`config.mk`:
```
export PLATFORM = sky130hd
export DESIGN_NAME = syncvar_parity_check
export DESIGN_NICKNAME = d
export VERILOG_FILES = /design/src/rtl/syncvar_parity_check.sv
export SDC_FILE = /design/constraint.sdc
export NUM_CORES = 1
export LEC_CHECK = 0
export BUFFER_PORTS_ARGS = -buffer_cell sky130_fd_sc_hd__buf_2
export CORE_MARGIN = 8
export CORE_UTILIZATION = 40
export DETAILED_ROUTE_END_ITERATION = 16
export GPL_TIMING_DRIVEN = 0
export PLACE_DENSITY = 0.7
export SLEW_MARGIN = 20
export SYNTH_ARGS = -nofsm -noshare
export SYNTH_HDL_FRONTEND = slang
export SYNTH_SLANG_ARGS = --single-unit
export TNS_END_PERCENT = 100
```
`constraint.sdc`:
```
create_clock -name clk -period 1.4 [get_ports clk]
set_clock_uncertainty 0.05 [all_clocks]
set_input_delay 0.14 -clock clk [delete_from_list [all_inputs] [get_ports clk]]
set_output_delay 0.14 -clock clk [all_outputs]
set_load 0.005 [all_outputs]
```
`src/rtl/syncvar_parity_check.sv`:
```
// Frame parity checker: FRAME_LEN data symbols then a {marker,parity} trailer; status 1 cycle after trailer.
// in_ready drops only in the one-cycle REPORT state; SYNCVAR_STICKY_ERR_EN adds err_clr/err_sticky.
module syncvar_parity_check #(
   parameter int FRAME_LEN = 4,
   parameter int CNT_W     = 8
) (
   input  logic             clk,
   input  logic             rst_n,
   input  logic             in_valid,
   input  logic [1:0]       in_data,
   output logic             in_ready,
   output logic             frame_done,
   output logic             parity_err,
   output logic             frame_err,
   output logic [CNT_W-1:0] frame_count,
   output logic [CNT_W-1:0] err_count
`ifdef SYNCVAR_STICKY_ERR_EN
   ,
   input  logic             err_clr,
   output logic             err_sticky
`endif
);

   localparam logic [1:0] COLLECT = 2'd0;
   localparam logic [1:0] TRAILER = 2'd1;
   localparam logic [1:0] REPORT  = 2'd2;

   localparam logic [7:0]       LAST_SYM = 8'(FRAME_LEN - 1);
   localparam logic [CNT_W-1:0] CNT_MAX  = '1;

   logic [1:0] state;
   logic       acc;
   logic [7:0] sym_cnt;
   logic       accept;
   logic       perr;
   logic       ferr;
   logic       trl_accept;

   assign in_ready   = (state != REPORT);
   assign accept     = in_valid && in_ready;
   assign perr       = (in_data[0] != acc);
   assign ferr       = ~in_data[1];
   assign trl_accept = accept && (state == TRAILER);

   always_ff @(posedge clk) begin
      if (!rst_n) begin
         state       <= COLLECT;
         acc         <= 1'b0;
         sym_cnt     <= 8'd0;
         frame_done  <= 1'b0;
         parity_err  <= 1'b0;
         frame_err   <= 1'b0;
         frame_count <= '0;
         err_count   <= '0;
      end else begin
         frame_done <= 1'b0;
         parity_err <= 1'b0;
         frame_err  <= 1'b0;
         case (state)
            COLLECT: begin
               if (accept) begin
                  acc     <= acc ^ in_data[1] ^ in_data[0];
                  sym_cnt <= sym_cnt + 8'd1;
                  if (sym_cnt == LAST_SYM) begin
                     state <= TRAILER;
                  end
               end
            end
            TRAILER: begin
               // Counters update on the trailer edge so they are already current while frame_done is high.
               if (accept) begin
                  frame_done  <= 1'b1;
                  parity_err  <= perr;
                  frame_err   <= ferr;
                  frame_count <= frame_count + 1'b1;
                  if ((perr || ferr) && (err_count != CNT_MAX)) begin
                     err_count <= err_count + 1'b1;
                  end
                  state <= REPORT;
               end
            end
            REPORT: begin
               acc     <= 1'b0;
               sym_cnt <= 8'd0;
               state   <= COLLECT;
            end
            default: begin
               acc     <= 1'b0;
               sym_cnt <= 8'd0;
               state   <= COLLECT;
            end
         endcase
      end
   end

`ifdef SYNCVAR_STICKY_ERR_EN
   // A new error outranks a simultaneous clear.
   always_ff @(posedge clk) begin
      if (!rst_n) begin
         err_sticky <= 1'b0;
      end else if (trl_accept && (perr || ferr)) begin
         err_sticky <= 1'b1;
      end else if (err_clr) begin
         err_sticky <= 1'b0;
      end
   end
`endif

endmodule

```
# ---- Yosys cells after proc, flatten, opt, wreduce, memory -nomap -nowiden
# Index checks and enable logic that the tools add are counted.
# Widths: inputs -> output; s select.
dict set report classes {
  n_lt_le_gt_ge 0
  muxes 9
  reduce_logical 10
  shifts 0
  mul 0
  eq_ne 8
  n_div 0
  bitwise_logic 4
  addsub 3
}
# op count
set op_table {}
lappend op_table {{$add 8x1->8 const B} 3}
lappend op_table {{$pmux 8 s2} 1}
lappend op_table {{$reduce_and 3->1} 3}
lappend op_table {{$eq 8x2->1 const B} 1}
lappend op_table {{$mux 8} 1}
lappend op_table {{$ne 2x2->1 const B} 4}
lappend op_table {{$ne 8x8->1 const B} 1}
lappend op_table {{$mux 2} 3}
lappend op_table {{$reduce_and 2->1} 3}
lappend op_table {{$pmux 2 s2} 1}
lappend op_table {{$eq 2x1->1 const B} 1}
lappend op_table {{$logic_and 1x1->1} 2}
lappend op_table {{$logic_not 2->1} 1}
lappend op_table {{$mux 1} 2}
lappend op_table {{$not 1->1} 2}
lappend op_table {{$pmux 1 s2} 1}
lappend op_table {{$xor 1x1->1} 2}
lappend op_table {{$logic_or 1x1->1} 1}
lappend op_table {{$ne 1x1->1} 1}
dict set report totals {
  mem_count 0
  ff_bits 30
  ramBits 0
  wordCells 42
  latchBits 0
  mem_bits_ro 0
}

# ---- Logic depth before layout (Yosys ltp)
# Gate-level depths: netlist of run 1.
dict set report depth {
  word_depth 4
  mapped_depth 5
}

# ---- Worst setup path after synthesis of run 1
# No wires, ideal clock.
dict set report synth_path {
  path_type {register to register}
  start {register sym_cnt[4]}
  end {register state[0]}
  stages_incl_launch_ff 4
  n_path_buf 0
  setup_ps 71
  period_less_slack_ps 1454
  arrival_time_ps 1333
  setup_slack_ps -54
  required_ps 1279
  path_cell_list {dfxtp_1 or4_1 or4_1 a21oi_1}
}
dict set report synth_between {
  elab_chain_cells 3
}
# item line
set synth_lines {}
lappend synth_lines {{start, declared} 33} ;# logic [7:0] sym_cnt;
lappend synth_lines {{start signal, assigned} 63} ;# sym_cnt <= sym_cnt + 8'd1;
lappend synth_lines {{$eq 8x2->1} 64} ;# if (sym_cnt == LAST_SYM) begin
lappend synth_lines {{$ne 2x2->1 (no line)} -}
lappend synth_lines {{$reduce_and 3->1 (no line)} -}
lappend synth_lines {{end signal, assigned} 65} ;# state <= TRAILER;
lappend synth_lines {{end signal, assigned} 79} ;# state <= REPORT;
lappend synth_lines {{end signal, assigned} 85} ;# state <= COLLECT;
lappend synth_lines {{end, declared} 31} ;# logic [1:0] state;
# Every way passes these cells.
# A chain may end at the register's enable or synchronous reset.

# ---- Worst setup path in the final report of run 1
dict set report layout_path {
  start {register state[1]}
  end {register err_count[2]}
}
dict set report layout_between {
  elab_chain_cells 3
  word_cells_on_any_way 4
}
# item line
set layout_lines {}
lappend layout_lines {{start signal, assigned} 47} ;# state <= COLLECT;
lappend layout_lines {{start signal, assigned} 65}
lappend layout_lines {{start signal, assigned} 79}
lappend layout_lines {{$ne 2x2->1} 39} ;# assign in_ready = (state != REPORT);
lappend layout_lines {{$logic_and 1x1->1} 40} ;# assign accept = in_valid && in_ready;
lappend layout_lines {{$reduce_and 3->1 (no line) *} -}
lappend layout_lines {{end signal, assigned} 77} ;# err_count <= err_count + 1'b1;
lappend layout_lines {{end, declared} 16} ;# output logic [CNT_W-1:0] err_count
# Every way passes the cells marked *; elsewhere a longest branch is shown, timed or not.

==> summary.md, run 1 <==
| Metric | Value |
|---|---|
| Ratio of cells with drive above 1 in the final layout | `33.51%` |
| Routed via count divided by cell count | `4.936` |
| Clock network latency to the later pin of the worst-skew pair | `0.31 ns` |
| Hold-fix buffers at CTS | `0` |
| Wirelength, routed | `2948 um` |
| Hold Path Origin | `in_data[1]` |
| Number of synthesized flops with an enable pin | `0` |
| Final period utilization | `105.1%` |
| Sequential cell area fraction in the yosys report | `44.90%` |
| Fill cell count | `314` |
| DRC viols | `0` |
| Maximum fanout encountered on the critical timing path | `6` |
| Avg WL per Cell | `12.60 um` |
| Largest net degree at the start of global routing | `11` |
| Vias | `1,155` |
| Count of routing violations after the opening detailed-route iteration | `45` |
| Length of the first detailed-routing pass in iterations | `4` |
| CTS tree | `done` |
| Number of standard cells after synthesis | `150` |
| Number of global-route vias before repair | `1,149` |
| Post-layout instance count excluding filler cells | `234` |
| Worst slew pin tran | `0.4214 ns` |
| Wire length on met3 | `161 um` |
| Hold crit path type | `in2reg` |
| Die boundary width | `73.83 um` |
| Minimum clock period after layout | `1.471 ns` |
| Share of the synthesized area in the top cell type | `44.90%` |
| Number of max-cap violations | `0` |
| Number of buffers created by CTS | `5` |
| Global-route wire length before repair | `4926 um` |
| Async S/R FF share, synth | `0%` |
| Power Density | `813.4 nW/um^2` |
| Final Hold Viols | `0` |
| Routed length on met2 | `1516 um` |
| Setup repair after global routing missed its margin | `yes` |
| Core box area | `3284 um^2` |
| Antenna violations before repair | `0` |
| Detailed-placement wirelength estimate | `2144 um` |
| Sink count of the clock tree | `30` |
| Post-route worst hold slack | `0.05836 ns` |
| Final setup margin | `-0.07138 ns` |
| Most frequently used cell type in the post-synthesis netlist | `sky130_fd_sc_hd__dfxtp_1` |
| Combined global-route utilization of all metal layers | `11.52%` |
| Endpoint arrival time on the critical path | `1.63 ns` |
| Library cells used by synthesis | `31` |
| Worst-case reg-to-reg path depth | `5` |
| Post-synth net total | `158` |
| Category of the worst setup path launch point | `flop` |
| Violations in the final reports | `negative setup slack` |
| Initial Utilization | `40.72%` |
| Status | `finished with violations` |
| Endpoints failing setup | `8` |
| Worst reg-to-reg setup slack | `-0.07 ns` |
| Cell count of the worst hold path | `2` |
| Post-route cell area | `1784 um^2` |
| Synth Warn # | `0` |
| Clock input transition at the sequential cells of the worst setup and hold paths | `0.09 ns` |
| Startpoint of the lowest-slack register-to-register path | `state[1]` |
| Cell area after placement | `1523 um^2` |
| Area Overhead vs Synth | `33.40%` |
| Uppermost layer routed | `met4` |
| Worst Path Class, Setup | `reg2reg` |
| Sum Neg Setup Slack | `-0.3371 ns` |
| Count of nets left with antenna violations after detail routing | `0` |
| Commonest register cell after synthesis | `sky130_fd_sc_hd__dfxtp_1` |
| Root Driver | `sky130_fd_sc_hd__clkbuf_4` |
| Cells taking the most area after synthesis | `sky130_fd_sc_hd__dfxtp_1 (45%), sky130_fd_sc_hd__nand2_1 (5.1%), sky130_fd_sc_hd__xnor2_1 (4.6%)` |
| Synth Register Bits | `30` |
| Floorplan row count | `21` |
| Required @ worst endpoint | `1.56 ns` |
| Port Buffers | `24` |
| Post-synthesis average cell area | `8.917 um^2` |
| Number of I/O pins | `25` |
| Total power consumption of the routed design | `1.451 mW` |
| Reported leakage power | `0.7452 nW` |
| Post-layout nets | `197` |
| Cell Count Post-Placement | `220` |
| Met1 Routed Length | `1254 um` |
| Synth Cell Area | `1338 um^2` |
| Endpoint of the most critical register-to-register path | `err_count[2]` |
| Slew margin rel. | `71.90%` |
| CP startpoint | `state[1]` |
| Sum of overflow across all layers after global routing | `0` |
| Final slew viol count | `0` |
| Type of destination of the critical path | `flop` |
| Most frequent cells after synthesis | `sky130_fd_sc_hd__dfxtp_1 (30), sky130_fd_sc_hd__nand2_1 (18), sky130_fd_sc_hd__nor2_1 (12), sky130_fd_sc_hd__a21oi_1 (8)` |
| Die height | `73.83 um` |
| Gp weighted congestion | `0.8300` |
| Maximum clock path buffer count | `2` |
| H-tree Lvls | `2` |
| Most area-hungry cell type in the Yosys netlist | `sky130_fd_sc_hd__dfxtp_1` |
| Upper clock frequency limit | `679.6 MHz` |
| Worst min-delay path endpoint | `frame_err` |
| Die outline area | `5450 um^2` |
| Worst vdd rail ir drop | `0.0004845 V` |
| Number of diodes | `0` |
-- worst max path at each step --
stage / depth (start not counted) / end
2_1_floorplan: 3 / state[0]
3_3_place_gp: 4 / err_count[5]
3_5_place_dp: 4 / err_count[2]
4_1_cts: 4 / err_count[5]
5_1_grt: 3 / state[0]
6_report: 5 / err_count[2]
-- flip-flops by register name, summed over array words and instances (netlist names) --
| name | count |
|---|---|
| sym_cnt | 8 |
| acc | 1 |
| state | 2 |
| frame_done | 1 |
| frame_err | 1 |
| frame_count | 8 |
| err_count | 8 |
| parity_err | 1 |
-- final cells by class --
cell class	count	area, um^2	share of cell area, %
clock buffers	6	51.30	2.875
repair buffers	33	191.4	10.73
well taps	46	57.56	3.226
multi-input cells	110	832.0	46.63
inverters	5	18.77	1.052
plain buffers	4	18.77	1.052
flip-flops and latches	30	614.3	34.43
-- placed cells by master (no fill, tap or decap), types with 3 or more instances in the layout --
| cell | count |
|---|---|
| sky130_fd_sc_hd__or3_1 | 3 |
| sky130_fd_sc_hd__clkbuf_1 | 3 |
| sky130_fd_sc_hd__buf_4 | 9 |
| sky130_fd_sc_hd__a21oi_1 | 7 |
| sky130_fd_sc_hd__nand3_1 | 4 |
| sky130_fd_sc_hd__o21ai_0 | 3 |
| sky130_fd_sc_hd__dfxtp_1 | 21 |
| sky130_fd_sc_hd__xnor2_1 | 6 |
| sky130_fd_sc_hd__nor2_1 | 10 |
| sky130_fd_sc_hd__inv_1 | 5 |
| sky130_fd_sc_hd__dfxtp_2 | 8 |
| sky130_fd_sc_hd__xor2_1 | 7 |
| sky130_fd_sc_hd__mux2i_1 | 5 |
| sky130_fd_sc_hd__nand4_1 | 5 |
| sky130_fd_sc_hd__clkbuf_4 | 5 |
| sky130_fd_sc_hd__buf_2 | 24 |
| sky130_fd_sc_hd__nand2b_1 | 5 |
| sky130_fd_sc_hd__nand2_1 | 18 |
| sky130_fd_sc_hd__and2_1 | 7 |
-- worst max-delay path: stages (launching register included) --
cell and delay [ns]:
sky130_fd_sc_hd__dfxtp_4 0.36, sky130_fd_sc_hd__nand3b_1 0.29, sky130_fd_sc_hd__buf_6 0.20, sky130_fd_sc_hd__a21oi_4 0.17
sky130_fd_sc_hd__o2111ai_1 0.12, sky130_fd_sc_hd__and3b_1 0.19
-- logic make-up (layout without fill, tap and decap cells) --
family          after synthesis  in the layout  synth area share [%]
flops                        30             30                 44.90
fa+ha+maj                     3              3                 2.807
buf+inv                      10             48                 2.899
mux                           5              5                 3.742
compound gates               18             18                 8.513
xor+xnor                     14             14                 9.168
simple gates                 70             70                 27.97
-- power by group --
| part | internal [mW] | total (mW) | switching [mW] |
|---|---|---|---|
| logic | 0.0371 | 0.0881 | 0.0511 |
| clock network | 0.226 | 0.486 | 0.260 |
| registers | 0.863 | 0.877 | 0.0142 |
| total | 1.13 | 1.45 | 0.325 |
-- through the flow --
step           setup slack (ns)  utilization (%)
2_1_floorplan          -0.02953                -
3_3_place_gp            -0.1946            46.36
3_5_place_dp            -0.2535            46.36
4_1_cts                 -0.1235            51.31
5_1_grt                 -0.1273            54.32
6_report               -0.07138            54.32
-- layer usage --
| layer | vias up | track usage [%] |
|---|---|---|
| met2 | 16 | 19.98 |
| li1 | 592 | - |
| met3 | 2 | 3.956 |
| met5 | - | 0 |
| met4 | 0 | 3.991 |
| met1 | 545 | 12.62 |
-- timing repair --
| action | in CTS | in global routing |
|---|---|---|
| pin swaps | 2 | 9 |
| buffers inserted | 7 | 2 |
| gates resized for setup | 17 | 15 |
| setup endpoints to repair | 17 | 15 |
| gates cloned | 0 | 0 |
Note: power is estimated with default switching activity, not from simulation.
==> run 2, diff against run 1 <==
--- a/config.mk
+++ b/config.mk
@@ -11,6 +11,8 @@
 export DETAILED_ROUTE_END_ITERATION = 16
 export GPL_TIMING_DRIVEN = 0
 export PLACE_DENSITY = 0.7
+export REMOVE_ABC_BUFFERS = 1
+export SKIP_LAST_GASP = 1
 export SLEW_MARGIN = 20
 export SYNTH_ARGS = -nofsm -noshare
 export SYNTH_HDL_FRONTEND = slang
==> run 2 against run 1 <==
Against the previous run:
- the flow still finishes with violations (negative setup slack)
- largest power group unchanged
- first-iteration DRC count down 2.2%
- global-route usage down 0.50 points
- sequential power about the same
- clock power up 11%
- hold slack worse by 0.028 ns
- core utilization up 0.46 points
- register-to-register slack worse by 0.02 ns
- power up 3.6%
- cell count down 0.43%
- sequential cell count unchanged
- fmax down 1.6%
- final area up 0.84%
==> summary.md, run 2 (synthesized netlist as in run 1, its figures left out) <==
| Metric | Value |
|---|---|
| Area Overhead vs Synth | `34.52%` |
| Final Hold Viols | `0 (unchanged)` |
| Count of nets left with antenna violations after detail routing | `0 (unchanged)` |
| Port Buffers | `24 (unchanged)` |
| Number of diodes | `0 (unchanged)` |
| Clock network latency to the later pin of the worst-skew pair | `0.33 ns (+0.02 ns)` |
| Setup repair after global routing missed its margin | `yes` |
| Total power consumption of the routed design | `1.504 mW (+3.6%)` |
| Area used by sequential logic in the layout | `620.6 um^2 (+1.0%)` |
| Number of I/O pins | `25 (unchanged)` |
| Area of the multi-input gates | `843.3 um^2 (+1.4%)` |
| Hold-fix buffers at CTS | `0 (unchanged)` |
| Routed via count divided by cell count | `5.017 (+1.6%)` |
| Root Driver | `sky130_fd_sc_hd__clkbuf_4` |
| Worst reg-to-reg setup slack | `-0.1 ns (-0.02 ns)` |
| Reported leakage power | `0.7623 nW (+2.3%)` |
| Die boundary width | `73.83 um (unchanged)` |
| Wirelength, routed | `2994 um (+1.6%)` |
| Gp weighted congestion | `0.7497 (-9.7%)` |
| Worst Path Class, Setup | `reg2reg` |
| Ratio of cells with drive above 1 in the final layout | `35.29% (+1.8 points)` |
| Startpoint of the lowest-slack register-to-register path | `state[1]` |
| Number of buffers created by CTS | `5 (unchanged)` |
| Ordered cell list for the critical path | `nand3b_1 -> a21o_1 -> nor4_4 -> mux2i_1` |
| DRC viols | `0 (unchanged)` |
| Combined global-route utilization of all metal layers | `11.01% (-0.50 points)` |
| Worst-case reg-to-reg path depth | `4 (-1)` |
| H-tree Lvls | `2 (unchanged)` |
| Switch share | `24.00% (+1.6 points)` |
| Top library cells by usage in the layout, fill and taps aside | `sky130_fd_sc_hd__buf_2 (24), sky130_fd_sc_hd__dfxtp_1 (20), sky130_fd_sc_hd__nand2_1 (18), sky130_fd_sc_hd__nor2_1 (11), sky130_fd_sc_hd__buf_4 (9)` |
| Global-route wire length before repair | `4629 um (-6.0%)` |
| Number of max-cap violations | `0 (unchanged)` |
| Final setup margin | `-0.09536 ns (-0.02397 ns)` |
| Sequential group share of total power | `58.5% (-1.9 points)` |
| Avg WL per Cell | `12.85 um (+2.0%)` |
| CP startpoint | `state[1]` |
| Clock input transition at the sequential cells of the worst setup and hold paths | `0.10 ns (about the same)` |
| Power share of the clock group | `35.8% (+2.3 points)` |
| Internal power | `1.143 mW (+1.5%)` |
| Status | `finished with violations` |
| Part of the total power dissipated in combinational logic | `5.8% (-0.3 points)` |
| Initial Utilization | `40.72% (unchanged)` |
| Largest stage delay on the critical path | `0.35 ns (about the same)` |
| Die height | `73.83 um (unchanged)` |
| Die outline area | `5450 um^2 (unchanged)` |
| Upper clock frequency limit | `668.7 MHz (-1.6%)` |
| Required @ worst endpoint | `1.61 ns (+0.05 ns)` |
| Final slew viol count | `0 (unchanged)` |
| Worst vdd rail ir drop | `0.0004742 V (-2.1%)` |
| Endpoint arrival time on the critical path | `1.71 ns (+0.08 ns)` |
| Post-route cell area | `1799 um^2 (+0.84%)` |
| Type of destination of the critical path | `flop` |
| Commonest non-fill, non-tap cell in the layout | `sky130_fd_sc_hd__buf_2` |
| Fill cell count | `294 (-6.4%)` |
| Detailed-placement wirelength estimate | `2004 um (-6.5%)` |
| Hold crit path type | `in2reg` |
| Category of the worst setup path launch point | `flop` |
| Slowest library cell on the worst path | `sky130_fd_sc_hd__dfxtp_4` |
| Sum of overflow across all layers after global routing | `0 (unchanged)` |
| Cell area after placement | `1495 um^2 (-1.8%)` |
| Floorplan row count | `21 (unchanged)` |
| Maximum clock path buffer count | `2 (unchanged)` |
| Length of the first detailed-routing pass in iterations | `4 (unchanged)` |
| Cell count of the worst hold path | `2 (unchanged)` |
| Minimum clock period after layout | `1.495 ns (+0.02397 ns)` |
| Vias | `1,169 (+1.2%)` |
| Number of global-route vias before repair | `1,072 (-6.7%)` |
| Final period utilization | `106.8% (+1.7 points)` |
| Leading registers by flop count | `err_count: 8 flops, frame_count: 8 flops, sym_cnt: 8 flops` |
| Count of routing violations after the opening detailed-route iteration | `44 (-2.2%)` |
| Largest net degree at the start of global routing | `23 (+12)` |
| Endpoints failing setup | `8 (unchanged)` |
| Pre-CTS setup slack | `-0.3384 ns (-0.08497 ns)` |
| Core box area | `3284 um^2 (unchanged)` |
| Worst slew pin tran | `0.3740 ns (-0.04742 ns)` |
| Slew margin rel. | `75.07% (+3.2 points)` |
| Sink count of the clock tree | `30 (unchanged)` |
| Post-layout nets | `194 (-1.5%)` |
| Power Density | `835.8 nW/um^2 (+2.8%)` |
| CTS tree | `done` |
| Sum Neg Setup Slack | `-0.4551 ns (-0.1181 ns)` |
| Switching power total | `0.3609 mW (+11%)` |
| Antenna violations before repair | `0 (unchanged)` |
| Violations in the final reports | `negative setup slack` |
| Hold Path Origin | `in_data[1]` |
| Maximum fanout encountered on the critical timing path | `4 (-2)` |
## run 2: path summary, 6_finish.rpt
kind	to
hold / removal	frame_err
setup / recovery	err_count[5]
hold reg to reg	sym_cnt[7]
setup reg to reg	err_count[5]
## run 2: layout make-up
class	count	area share, %
Clock buffer	7	3.060
Clock inverter	1	0.2782
Inverter	5	1.043
Multi-Input combinational cell	110	46.87
Sequential cell	30	34.49
Tap cell	46	3.199
Timing Repair Buffer	34	11.06
## run 2: repair_timing
item                                    CTS  global route
resized for setup                        26            12
pin swaps                                 3            11
endpoints found under the setup margin   15            18
setup buffers                             6             4
## run 2: worst max-delay path: cells and delay by family, from the launching register on
| family | cells | cell delay (ns) |
|---|---|---|
| simple gates | 2 | 0.55 |
| compound gates | 1 | 0.27 |
| mux | 1 | 0.20 |
| flops | 1 | 0.35 |
## run 2: power groups by stage
stage          Combinational (mW)  Clock (mW)  Sequential [mW]
2_1_floorplan              0.0404           0            0.891
3_3_place_gp               0.0628           0            0.893
3_5_place_dp               0.0646           0            0.894
4_1_cts                    0.0810       0.553            0.874
5_1_grt                    0.0977       0.601            0.881
6_report                   0.0867       0.538            0.879
## run 2: per-stage QoR
stage	hold slack (ns)	util (%)	cells
final	0.03050	54.78	233
after global placement	0.3376	45.52	215
after floorplan	0.1624	-	145
after CTS	0.02204	52.27	229
after global routing	0.01669	54.78	233
after detailed placement	0.3401	45.52	215
## run 2: routing by layer
metal / GRT usage (%) / vias to the layer above / wire (um)
met5: 0 / - / 0
met4: 3.326 / 0 / 40
met3: 4.638 / 5 / 161
met2: 19.69 / 17 / 1509
met1: 11.28 / 554 / 1282
li1: - / 593 / -
==> run 3, diff against run 2 <==
--- a/config.mk
+++ b/config.mk
@@ -6,6 +6,7 @@
 export NUM_CORES = 1
 export LEC_CHECK = 0
 export BUFFER_PORTS_ARGS = -buffer_cell sky130_fd_sc_hd__buf_2
+export CORE_ASPECT_RATIO = 0.75
 export CORE_MARGIN = 8
 export CORE_UTILIZATION = 40
 export DETAILED_ROUTE_END_ITERATION = 16
==> run 3 against run 2 <==
Against the previous run:
- the flow still finishes with violations (negative setup slack)
- sequential cell count stayed put
- combinational power is 3.5% lower
- sequential share of layout area is 0.37 points lower
- cell count is 2.1% lower
- global-route usage is 0.99 points higher
- first-iteration DRC count stayed put
- worst setup slack better by 0.0014 ns
- routed wire length is 8.1% higher
- final area hardly changed
- non-clock buffer count is 1 higher
- clock-buffer cell count stayed put
- clock power is 33% higher
- critical path type unchanged
- critical endpoint is now state[0]
==> summary.md, run 3 (synthesized netlist as in run 1, its figures left out) <==
| Metric | Value |
|---|---|
| Maximum fanout encountered on the critical timing path | `2 (-2)` |
| Worst reg-to-reg setup slack | `-0.09 ns (about the same)` |
| Final Hold Viols | `0 (unchanged)` |
| Slowest library cell on the worst path | `sky130_fd_sc_hd__or4_1` |
| Worst-case reg-to-reg path depth | `3 (-1)` |
| Avg WL per Cell | `14.20 um (+10%)` |
| Leading registers by flop count | `err_count: 8 flops, frame_count: 8 flops, sym_cnt: 8 flops` |
| Detailed-placement wirelength estimate | `2103 um (+4.9%)` |
| Endpoints failing setup | `5 (-3)` |
| Number of buffers created by CTS | `5 (unchanged)` |
| Pre-CTS setup slack | `-0.2838 ns (+0.05466 ns)` |
| CTS tree | `done` |
| Number of global-route vias before repair | `1,149 (+7.2%)` |
| Largest stage delay on the critical path | `0.51 ns (+0.16 ns)` |
| Slew margin rel. | `73.82% (-1.2 points)` |
| Clock network latency to the later pin of the worst-skew pair | `0.28 ns (-0.05 ns)` |
| Post-route worst hold slack | `0.08105 ns (+0.05055 ns)` |
| Combined global-route utilization of all metal layers | `12.00% (+0.99 points)` |
| Vias | `1,192 (+2.0%)` |
| Number of I/O pins | `25 (unchanged)` |
| Most used cell, CP | `sky130_fd_sc_hd__or4_1` |
| Wirelength, routed | `3237 um (+8.1%)` |
| Violations in the final reports | `negative setup slack` |
| Top library cells by usage in the layout, fill and taps aside | `sky130_fd_sc_hd__buf_2 (24), sky130_fd_sc_hd__dfxtp_1 (21), sky130_fd_sc_hd__nand2_1 (18), sky130_fd_sc_hd__nor2_1 (10)` |
| Number of diodes | `0 (unchanged)` |
| Core box area | `3243 um^2 (-1.3%)` |
| Die height | `66.08 um (-10%)` |
| Category of the worst setup path launch point | `flop` |
| Cell count of the worst hold path | `2 (unchanged)` |
| Die boundary width | `82.77 um (+12%)` |
| Reported leakage power | `0.7914 nW (+3.8%)` |
| Ordered cell list for the critical path | `or4_1 -> or4_1 -> a21oi_1` |
| Count of routing violations after the opening detailed-route iteration | `44 (unchanged)` |
| Count of nets left with antenna violations after detail routing | `0 (unchanged)` |
| Ratio of cells with drive above 1 in the final layout | `35.64% (+0.34 points)` |
| Hold-fix buffers at CTS | `0 (unchanged)` |
| Maximum clock path buffer count | `2 (unchanged)` |
| Final period utilization | `106.7% (about the same)` |
| Die outline area | `5469 um^2 (+0.35%)` |
| Commonest non-fill, non-tap cell in the layout | `sky130_fd_sc_hd__buf_2` |
| Endpoint arrival time on the critical path | `1.64 ns (-0.07 ns)` |
| DRC viols | `0 (unchanged)` |
| Status | `finished with violations` |
| Area Overhead vs Synth | `34.61% (about the same)` |
| Upper clock frequency limit | `669.4 MHz (about the same)` |
| Port Buffers | `24 (unchanged)` |
| Minimum clock period after layout | `1.494 ns (-0.001375 ns)` |
| Power Density | `931.3 nW/um^2 (+11%)` |
| Root Driver | `sky130_fd_sc_hd__clkbuf_8` |
| Required @ worst endpoint | `1.55 ns (-0.06 ns)` |
| Sink count of the clock tree | `30 (unchanged)` |
| Final setup margin | `-0.09398 ns (+0.001375 ns)` |
| Area of the multi-input gates | `803.3 um^2 (-4.7%)` |
| Setup repair after global routing missed its margin | `yes` |
| Switching power total | `0.3801 mW (+5.3%)` |
| Hold crit path type | `in2reg` |
| Type of destination of the critical path | `flop` |
| Util after Layout | `55.52% (+0.74 points)` |
| Worst vdd rail ir drop | `0.0006744 V (+42%)` |
| Sequential group share of total power | `52.2% (-6.3 points)` |
| Routed via count divided by cell count | `5.228 (+4.2%)` |
| Area used by sequential logic in the layout | `614.3 um^2 (-1.0%)` |
| Sum of overflow across all layers after global routing | `0 (unchanged)` |
| Post-layout nets | `195 (+0.52%)` |
| Antenna violations before repair | `0 (unchanged)` |
| Final slew viol count | `0 (unchanged)` |
| Internal power | `1.297 mW (+13%)` |
| Part of the total power dissipated in combinational logic | `5.0% (-0.8 points)` |
| Number of max-cap violations | `0 (unchanged)` |
| Power share of the clock group | `42.8% (+7.0 points)` |
| Floorplan row count | `18 (-14%)` |
| Length of the first detailed-routing pass in iterations | `4 (unchanged)` |
| Clock input transition at the sequential cells of the worst setup and hold paths | `0.06 ns (-0.04 ns)` |
| Gp weighted congestion | `0.8113 (+8.2%)` |
| Switch share | `22.67% (-1.3 points)` |
| Initial Utilization | `41.24% (+0.52 points)` |
| Largest net degree at the start of global routing | `23 (unchanged)` |
| Worst slew pin tran | `0.3927 ns (+0.01869 ns)` |
| Fill cell count | `310 (+5.4%)` |
| Worst Path Class, Setup | `reg2reg` |
| H-tree Lvls | `2 (unchanged)` |
| Global-route wire length before repair | `5085 um (+9.9%)` |
-- run 3: worst paths after layout --
path	startpoint	endpoint
max	sym_cnt[4]	state[0]
min	in_data[1]	frame_err
max reg2reg	sym_cnt[4]	state[0]
min reg2reg	err_count[1]	err_count[1]
-- run 3: per-layer routing --
metal	vias to the layer above	global-route usage [%]	part of all wire [%]
li1	592	-	-
met1	567	13.13	43
met2	31	20.14	51
met3	2	5.163	6.1
met4	0	4.292	0.25
met5	-	0	0
-- run 3: through the flow --
step / std cells / power [mW] / instance area (um^2) / setup TNS, ns
4_1_cts: 224 / 1.683 / 1713 / -0.2227
2_1_floorplan: 145 / 0.9319 / 1318 / -0.2603
3_3_place_gp: 209 / 0.9554 / 1488 / -1.930
5_1_grt: 228 / 1.750 / 1800 / -0.8129
6_report: 228 / 1.677 / 1800 / -0.2960
3_5_place_dp: 209 / 0.9579 / 1488 / -2.655
-- run 3: power by group through the flow --
stage          registers [mW]  clock network, mW  logic, mW
4_1_cts                 0.877              0.726     0.0809
6_report                0.876              0.717     0.0837
3_3_place_gp            0.893                  0     0.0627
3_5_place_dp            0.893                  0     0.0645
2_1_floorplan           0.891                  0     0.0404
5_1_grt                 0.877              0.780     0.0935
-- run 3: area by class of cell --
class / instances / area share, %
clock inverters: 1 / 0.2780
clock buffers: 7 / 4.795
flip-flops and latches: 30 / 34.12
well taps: 40 / 2.780
inverters: 5 / 1.042
multi-input cells: 110 / 44.61
repair buffers: 35 / 12.37
-- run 3: worst max-delay path, delay by kind of cell (launching register included) --
family / cells / cell delay, ns
compound gates: 1 / 0.13
flops: 1 / 0.32
simple gates: 2 / 0.92
-- run 3: repair_timing --
action | in CTS | in global routing
setup buffers | 7 | 4
gates resized for setup | 19 | 13
pin swaps | 1 | 9
cloned | 0 | 0
endpoints found under the setup margin | 15 | 16
